$ cat config.mk
export PLATFORM = sky130hd
export DESIGN_NAME = food_spawner
export DESIGN_NICKNAME = d
export VERILOG_FILES = /design/src/rtl/food_spawner.sv
export SDC_FILE = /design/constraint.sdc
export NUM_CORES = 1
export LEC_CHECK = 0
export CELL_PAD_IN_SITES_DETAIL_PLACEMENT = 1
export CELL_PAD_IN_SITES_GLOBAL_PLACEMENT = 1
export CORE_UTILIZATION = 30
export DETAILED_ROUTE_END_ITERATION = 16
export PLACE_DENSITY_LB_ADDON = 0.1
export REMOVE_ABC_BUFFERS = 1
export SYNTH_ARGS = -nofsm -noshare
export SYNTH_HDL_FRONTEND = slang
export SYNTH_SLANG_ARGS = --single-unit
$ cat constraint.sdc
create_clock -name clk -period 2.1 [get_ports clk]
set_input_delay 0.42 -clock clk [delete_from_list [all_inputs] [get_ports clk]]
set_output_delay 0.42 -clock clk [all_outputs]
set_load 0.02 [all_outputs]
$ cat src/rtl/food_spawner.sv
// Food spawner: rejection-samples random grid cells, checks occupancy with the
// snake-body checker and places food. FOOD_FALLBACK_SCAN_EN adds a raster-scan fallback.
module food_spawner #(
    parameter int GRID_W    = 80,
    parameter int GRID_H    = 60,
    parameter int MAX_TRIES = 16
) (
    input  logic       clk,
    input  logic       rst,
    input  logic       spawn_req,
    input  logic [6:0] rand_x,
    input  logic [6:0] rand_y,
    output logic       qry_valid,
    output logic [6:0] qry_x,
    output logic [6:0] qry_y,
    input  logic       occ_valid,
    input  logic       occ_hit,
    output logic [6:0] food_x,
    output logic [6:0] food_y,
    output logic       food_valid,
    output logic       busy,
    output logic       spawn_done,
    output logic       spawn_fail
);
    // state   | meaning
    // IDLE    | waiting for spawn_req
    // SAMPLE  | capture random candidate, reject out-of-range
    // QUERY   | one-cycle occupancy query for the candidate
    // WAIT    | waiting for the checker response
    // PLACE   | commit candidate as food
    // SCAN    | raster fallback after exhaustion (FOOD_FALLBACK_SCAN_EN only)
    typedef enum logic [2:0] {
        S_IDLE   = 3'd0,
        S_SAMPLE = 3'd1,
        S_QUERY  = 3'd2,
        S_WAIT   = 3'd3,
        S_PLACE  = 3'd4
`ifdef FOOD_FALLBACK_SCAN_EN
        , S_SCAN = 3'd5
`endif
    } state_t;

    localparam logic [7:0] MAX_T = 8'(MAX_TRIES);
    localparam logic [6:0] W_LIM = 7'(GRID_W);
    localparam logic [6:0] H_LIM = 7'(GRID_H);
`ifdef FOOD_FALLBACK_SCAN_EN
    localparam logic [6:0] X_LAST = 7'(GRID_W - 1);
    localparam logic [6:0] Y_LAST = 7'(GRID_H - 1);
    logic       scan_q, scan_d;
`endif

    state_t     state_q, state_d;
    logic [7:0] try_q, try_d;
    logic [6:0] cand_x_q, cand_x_d, cand_y_q, cand_y_d;
    logic [6:0] qry_x_q, qry_x_d, qry_y_q, qry_y_d;
    logic       qry_valid_q, qry_valid_d;
    logic [6:0] food_x_q, food_x_d, food_y_q, food_y_d;
    logic       food_valid_q, food_valid_d;
    logic       done_q, done_d, fail_q, fail_d;
    logic       exhaust;

    always_ff @(posedge clk) begin
        if (!rst) begin
            state_q      <= S_IDLE;
            try_q        <= '0;
            cand_x_q     <= '0;
            cand_y_q     <= '0;
            qry_x_q      <= '0;
            qry_y_q      <= '0;
            qry_valid_q  <= 1'b0;
            food_x_q     <= '0;
            food_y_q     <= '0;
            food_valid_q <= 1'b0;
            done_q       <= 1'b0;
            fail_q       <= 1'b0;
`ifdef FOOD_FALLBACK_SCAN_EN
            scan_q       <= 1'b0;
`endif
        end else begin
            state_q      <= state_d;
            try_q        <= try_d;
            cand_x_q     <= cand_x_d;
            cand_y_q     <= cand_y_d;
            qry_x_q      <= qry_x_d;
            qry_y_q      <= qry_y_d;
            qry_valid_q  <= qry_valid_d;
            food_x_q     <= food_x_d;
            food_y_q     <= food_y_d;
            food_valid_q <= food_valid_d;
            done_q       <= done_d;
            fail_q       <= fail_d;
`ifdef FOOD_FALLBACK_SCAN_EN
            scan_q       <= scan_d;
`endif
        end
    end

    always_comb begin
        state_d      = state_q;
        try_d        = try_q;
        cand_x_d     = cand_x_q;
        cand_y_d     = cand_y_q;
        qry_x_d      = qry_x_q;
        qry_y_d      = qry_y_q;
        qry_valid_d  = 1'b0;
        food_x_d     = food_x_q;
        food_y_d     = food_y_q;
        food_valid_d = food_valid_q;
        done_d       = 1'b0;
        fail_d       = 1'b0;
        exhaust      = 1'b0;
`ifdef FOOD_FALLBACK_SCAN_EN
        scan_d       = scan_q;
`endif
        case (state_q)
            S_IDLE: begin
                if (spawn_req) begin
                    state_d      = S_SAMPLE;
                    food_valid_d = 1'b0;
                    try_d        = '0;
`ifdef FOOD_FALLBACK_SCAN_EN
                    scan_d       = 1'b0;
`endif
                end
            end
            S_SAMPLE: begin
                cand_x_d = rand_x;
                cand_y_d = rand_y;
                try_d    = try_q + 8'd1;
                if (rand_x < W_LIM && rand_y < H_LIM) begin
                    state_d     = S_QUERY;
                    qry_valid_d = 1'b1;
                    qry_x_d     = rand_x;
                    qry_y_d     = rand_y;
                end else if (try_d >= MAX_T) begin
                    exhaust = 1'b1;
                end
            end
            S_QUERY: state_d = S_WAIT;
            S_WAIT: begin
                if (occ_valid) begin
                    if (!occ_hit) begin
                        state_d = S_PLACE;
                    end else
`ifdef FOOD_FALLBACK_SCAN_EN
                    if (scan_q) begin
                        state_d = S_SCAN;
                        if (cand_x_q == X_LAST) begin
                            cand_x_d = '0;
                            cand_y_d = cand_y_q + 7'd1;
                            if (cand_y_q == Y_LAST) begin
                                state_d = S_IDLE;
                                fail_d  = 1'b1;
                            end
                        end else begin
                            cand_x_d = cand_x_q + 7'd1;
                        end
                    end else
`endif
                    if (try_q >= MAX_T) begin
                        exhaust = 1'b1;
                    end else begin
                        state_d = S_SAMPLE;
                    end
                end
            end
            S_PLACE: begin
                food_x_d     = cand_x_q;
                food_y_d     = cand_y_q;
                food_valid_d = 1'b1;
                done_d       = 1'b1;
                state_d      = S_IDLE;
            end
`ifdef FOOD_FALLBACK_SCAN_EN
            S_SCAN: begin
                state_d     = S_QUERY;
                qry_valid_d = 1'b1;
                qry_x_d     = cand_x_q;
                qry_y_d     = cand_y_q;
            end
`endif
            default: state_d = S_IDLE;
        endcase
        // Random tries used up: either fall back to a raster scan or give up.
        if (exhaust) begin
`ifdef FOOD_FALLBACK_SCAN_EN
            state_d  = S_SCAN;
            cand_x_d = '0;
            cand_y_d = '0;
            scan_d   = 1'b1;
`else
            state_d  = S_IDLE;
            fail_d   = 1'b1;
`endif
        end
    end

    always_comb begin
        busy       = (state_q != S_IDLE);
        qry_valid  = qry_valid_q;
        qry_x      = qry_x_q;
        qry_y      = qry_y_q;
        food_x     = food_x_q;
        food_y     = food_y_q;
        food_valid = food_valid_q;
        spawn_done = done_q;
        spawn_fail = fail_q;
    end
endmodule

==> flow_summary_export.csv <==
group,metric,value,unit
sta,fin_crit_sh,95.8,%
final_layout,seq_area,0.00114,mm2
place,dpl.hpwl,4140,um
worst_setup_path,cp-end-kind,"output pin",
sta,rsz0062_at_grt,"false",
power,power_frac_seq,45.8,%
routing,antenna_left,0,
final_layout,synthToLayoutAreaGrowth,39.8,%
logic_synthesis,synth_most_common_cell,"nand2_1",
logic_synthesis,yosysSeqAreaShare,50.7,%
power,clkPwrFrac,43.9,%
cts,cts_tree,"done",
sta,hold_viol,0,
worst_setup_path,cp.required,1.68,ns
final_layout,nets,343,
routing,wl_per_cell,13.9,um
grt,grtUsageTotal,16.6,%
worst_setup_path,path_max_fanout,8,
logic_synthesis,avgSynthCellArea,8.60,um2
final_layout,design_area,0.00315,mm2
sta,slew_headroom,42.4,%
logic_synthesis,syn_area,0.00225,mm2
job,maxCapViolCount,0,
logic_synthesis,ys_top_cells_by_area,"dfxtp_1 (51%), nand2_1 (11%), a21oi_1 (7.1%)",
cts,clkLatencyLatePin,0.33,ns
floorplan,start_util,31.1,%
cts,htree_levels,3,
worst_setup_path,start_kind,"flip-flop",
power,p_sw,0.606,mW
routing,vias_per_cell,4.70,
cts,cts-resized-gates,0,
grt,grt_pass1_vias,1946,
place,io_buffers,51,
cts,ctsLongestPathBuffers,2,
floorplan,coreArea,0.00725,mm2
logic_synthesis,synth-async-reset-ratio,0,%
floorplan,dieArea,0.00786,mm2
cts,numCtsBuffers,9,
routing,vias,2001,
hold_path,hp-class,"flip-flop to flip-flop",
worst_setup_path,criticalPathCategory,"flip-flop to output pin",
sta,skew,0.00732,ns
grt,overflow,0,
worst_setup_path,r2r_setup_slack,0.37,ns
place,dp_cells,410,
power,ir_drop,0.391,mV
logic_synthesis,yosys-top-cells-count,"nand2_1 (64), dfxtp_1 (57), a21oi_1 (32)",
final_layout,num-fill-cells,865,
floorplan,fp.dieH,88.6,um
logic_synthesis,yosys.area.top_type_share,50.7,%
cts,cts-hold-fix-buffers,0,
power,power_density,788,mW/mm2
logic_synthesis,synth_flop_cell,"dfxtp_1",
sta,report.final.slew_viol_count,0,
floorplan,die_w,88.6,um
logic_synthesis,synth_edf_count,0,
sta,tns,0,ns
worst_setup_path,slowest_delay,0.60,ns
outcome,status,"finished, final reports clean",
worst_setup_path,cp_cell_sequence,"inv_1, nand2_1, clkdlybuf4s50_1",
logic_synthesis,synth_largest_area_cell,"dfxtp_1",
routing,wirelength,5910,um
final_layout,antenna_cells,0,
grt,grt_max_degree,38,
grt,antenna_found_initial,0,
cts,root_buffer,"clkbuf_8",
cts,cts.sinks,57,
power,p_int,1.87,mW
power,leakage,1.20,nW
sta,period_minus_slack,2.01,ns
grt,grt_pass1_wl,9490,um
floorplan,num_io_pins,52,
sta,fmax,497,MHz
power,swShare,24.4,%
worst_setup_path,crit_slowest_cell,"clkdlybuf4s50_1",
logic_synthesis,syn_inst,262,
sta,tightest_slew,0.863,ns
logic_synthesis,ys_ff_latch,57,
sta,setup_violations,0,
cts,cts_setup_buffers,0,
logic_synthesis,synth_cell_types,40,
final_layout,layout-drive-gt1-share,10.4,%
routing,drcViolationCount,0,
floorplan,row_count,31,
final_layout,stdcell_count,426,
routing,drt_iter0_drc,24,
place,placed_area,0.00293,mm2
final_layout,multiInputGateArea,0.00102,mm2
power,p_comb_share,10.3,%
routing,first_pass_iters,4,
power,finalPower,2.48,mW
cts,clkSlewWorstSetupHoldPaths,0.07,ns
place,gp_congestion,0.803,
logic_synthesis,synth_warnings,0,
worst_setup_path,cp.arrival,1.59,ns
[critical path, delay by kind of cell (launching register included)]
family	cells	cell delay (ns)
flops	1	0.45
buf+inv	2	0.72
simple gates	1	0.09
[cell type report]
cell class	instances	area share, %
Sequential cell	57	36.2
Multi-Input combinational cell	185	32.4
Timing Repair Buffer	63	19.9
Clock buffer	12	5.25
Tap cell	99	3.93
Clock inverter	4	1.59
Inverter	6	0.715
[metal layers]
metal / routed length (um) / part of all wire, % / up-vias / track usage, %
li1: - / - / 1007 / -
met1: 2800 / 47 / 946 / 20.5
met2: 2800 / 47 / 37 / 26.9
met3: 171 / 2.9 / 11 / 2.89
met4: 140 / 2.4 / 0 / 9.97
met5: 0 / 0 / - / 0
[registers in the layout, indices dropped and copies added, names as in the netlist]
register,cells
spawn_done,1
food_y,7
spawn_fail,1
food_x,7
state_q,3
food_valid,1
try_q,8
qry_y,7
cand_x_q,7
cand_y_q,7
qry_valid,1
qry_x,7
[power groups by stage]
stage | clock network, mW | logic (mW) | registers [mW]
global placement | 0 | 0.256 | 1.16
finish | 1.09 | 0.255 | 1.14
floorplan | 0 | 0.112 | 1.17
detailed placement | 0 | 0.260 | 1.16
global route | 1.18 | 0.283 | 1.14
CTS | 1.13 | 0.261 | 1.13
[layout by cell type, fill, tap and decap left out, types with 3 or more instances in the layout]
cell type         n
a21oi_1          32
nand2_1          64
o21ai_0           7
and3_1            3
clkbuf_8         12
buf_4            10
mux2i_1          12
nor4_1            6
dfxtp_1          57
inv_1             5
nand3_1           4
o21a_1            4
nor2_1           23
clkdlybuf4s50_1  51
[metrics by stage]
stage | hold WS [ns] | util (%) | worst slack, ns
global route | 0.468 | 43.4 | 0.0151
finish | 0.448 | 43.4 | 0.0883
CTS | 0.451 | 43.4 | 0.0794
floorplan | 0.432 | - | 0.274
global placement | 0.441 | 40.4 | 0.0937
detailed placement | 0.446 | 40.4 | -0.00858
[cell families after synthesis]
kind of cell    share of synthesized area, %
buf+inv                                 4.06
flops                                   50.7
simple gates                            24.0
xor+xnor                               0.778
mux                                     5.33
compound gates                          14.1
fa+ha+maj                               1.11
[path summary, 6_finish.rpt]
path	from	endpoint	cells after the start
hold / removal	cand_y_q[3]$_SDFFE_PN0P_	food_y[3]$_SDFFE_PN0P_	2
hold reg to reg	cand_y_q[3]$_SDFFE_PN0P_	food_y[3]$_SDFFE_PN0P_	2
setup / recovery	state_q[0]$_SDFFE_PP0P_	busy	3
setup reg to reg	try_q[0]$_SDFFE_PN0P_	spawn_fail$_SDFF_PN0_	5
No activity file was read; power rests on OpenSTA's default activity.
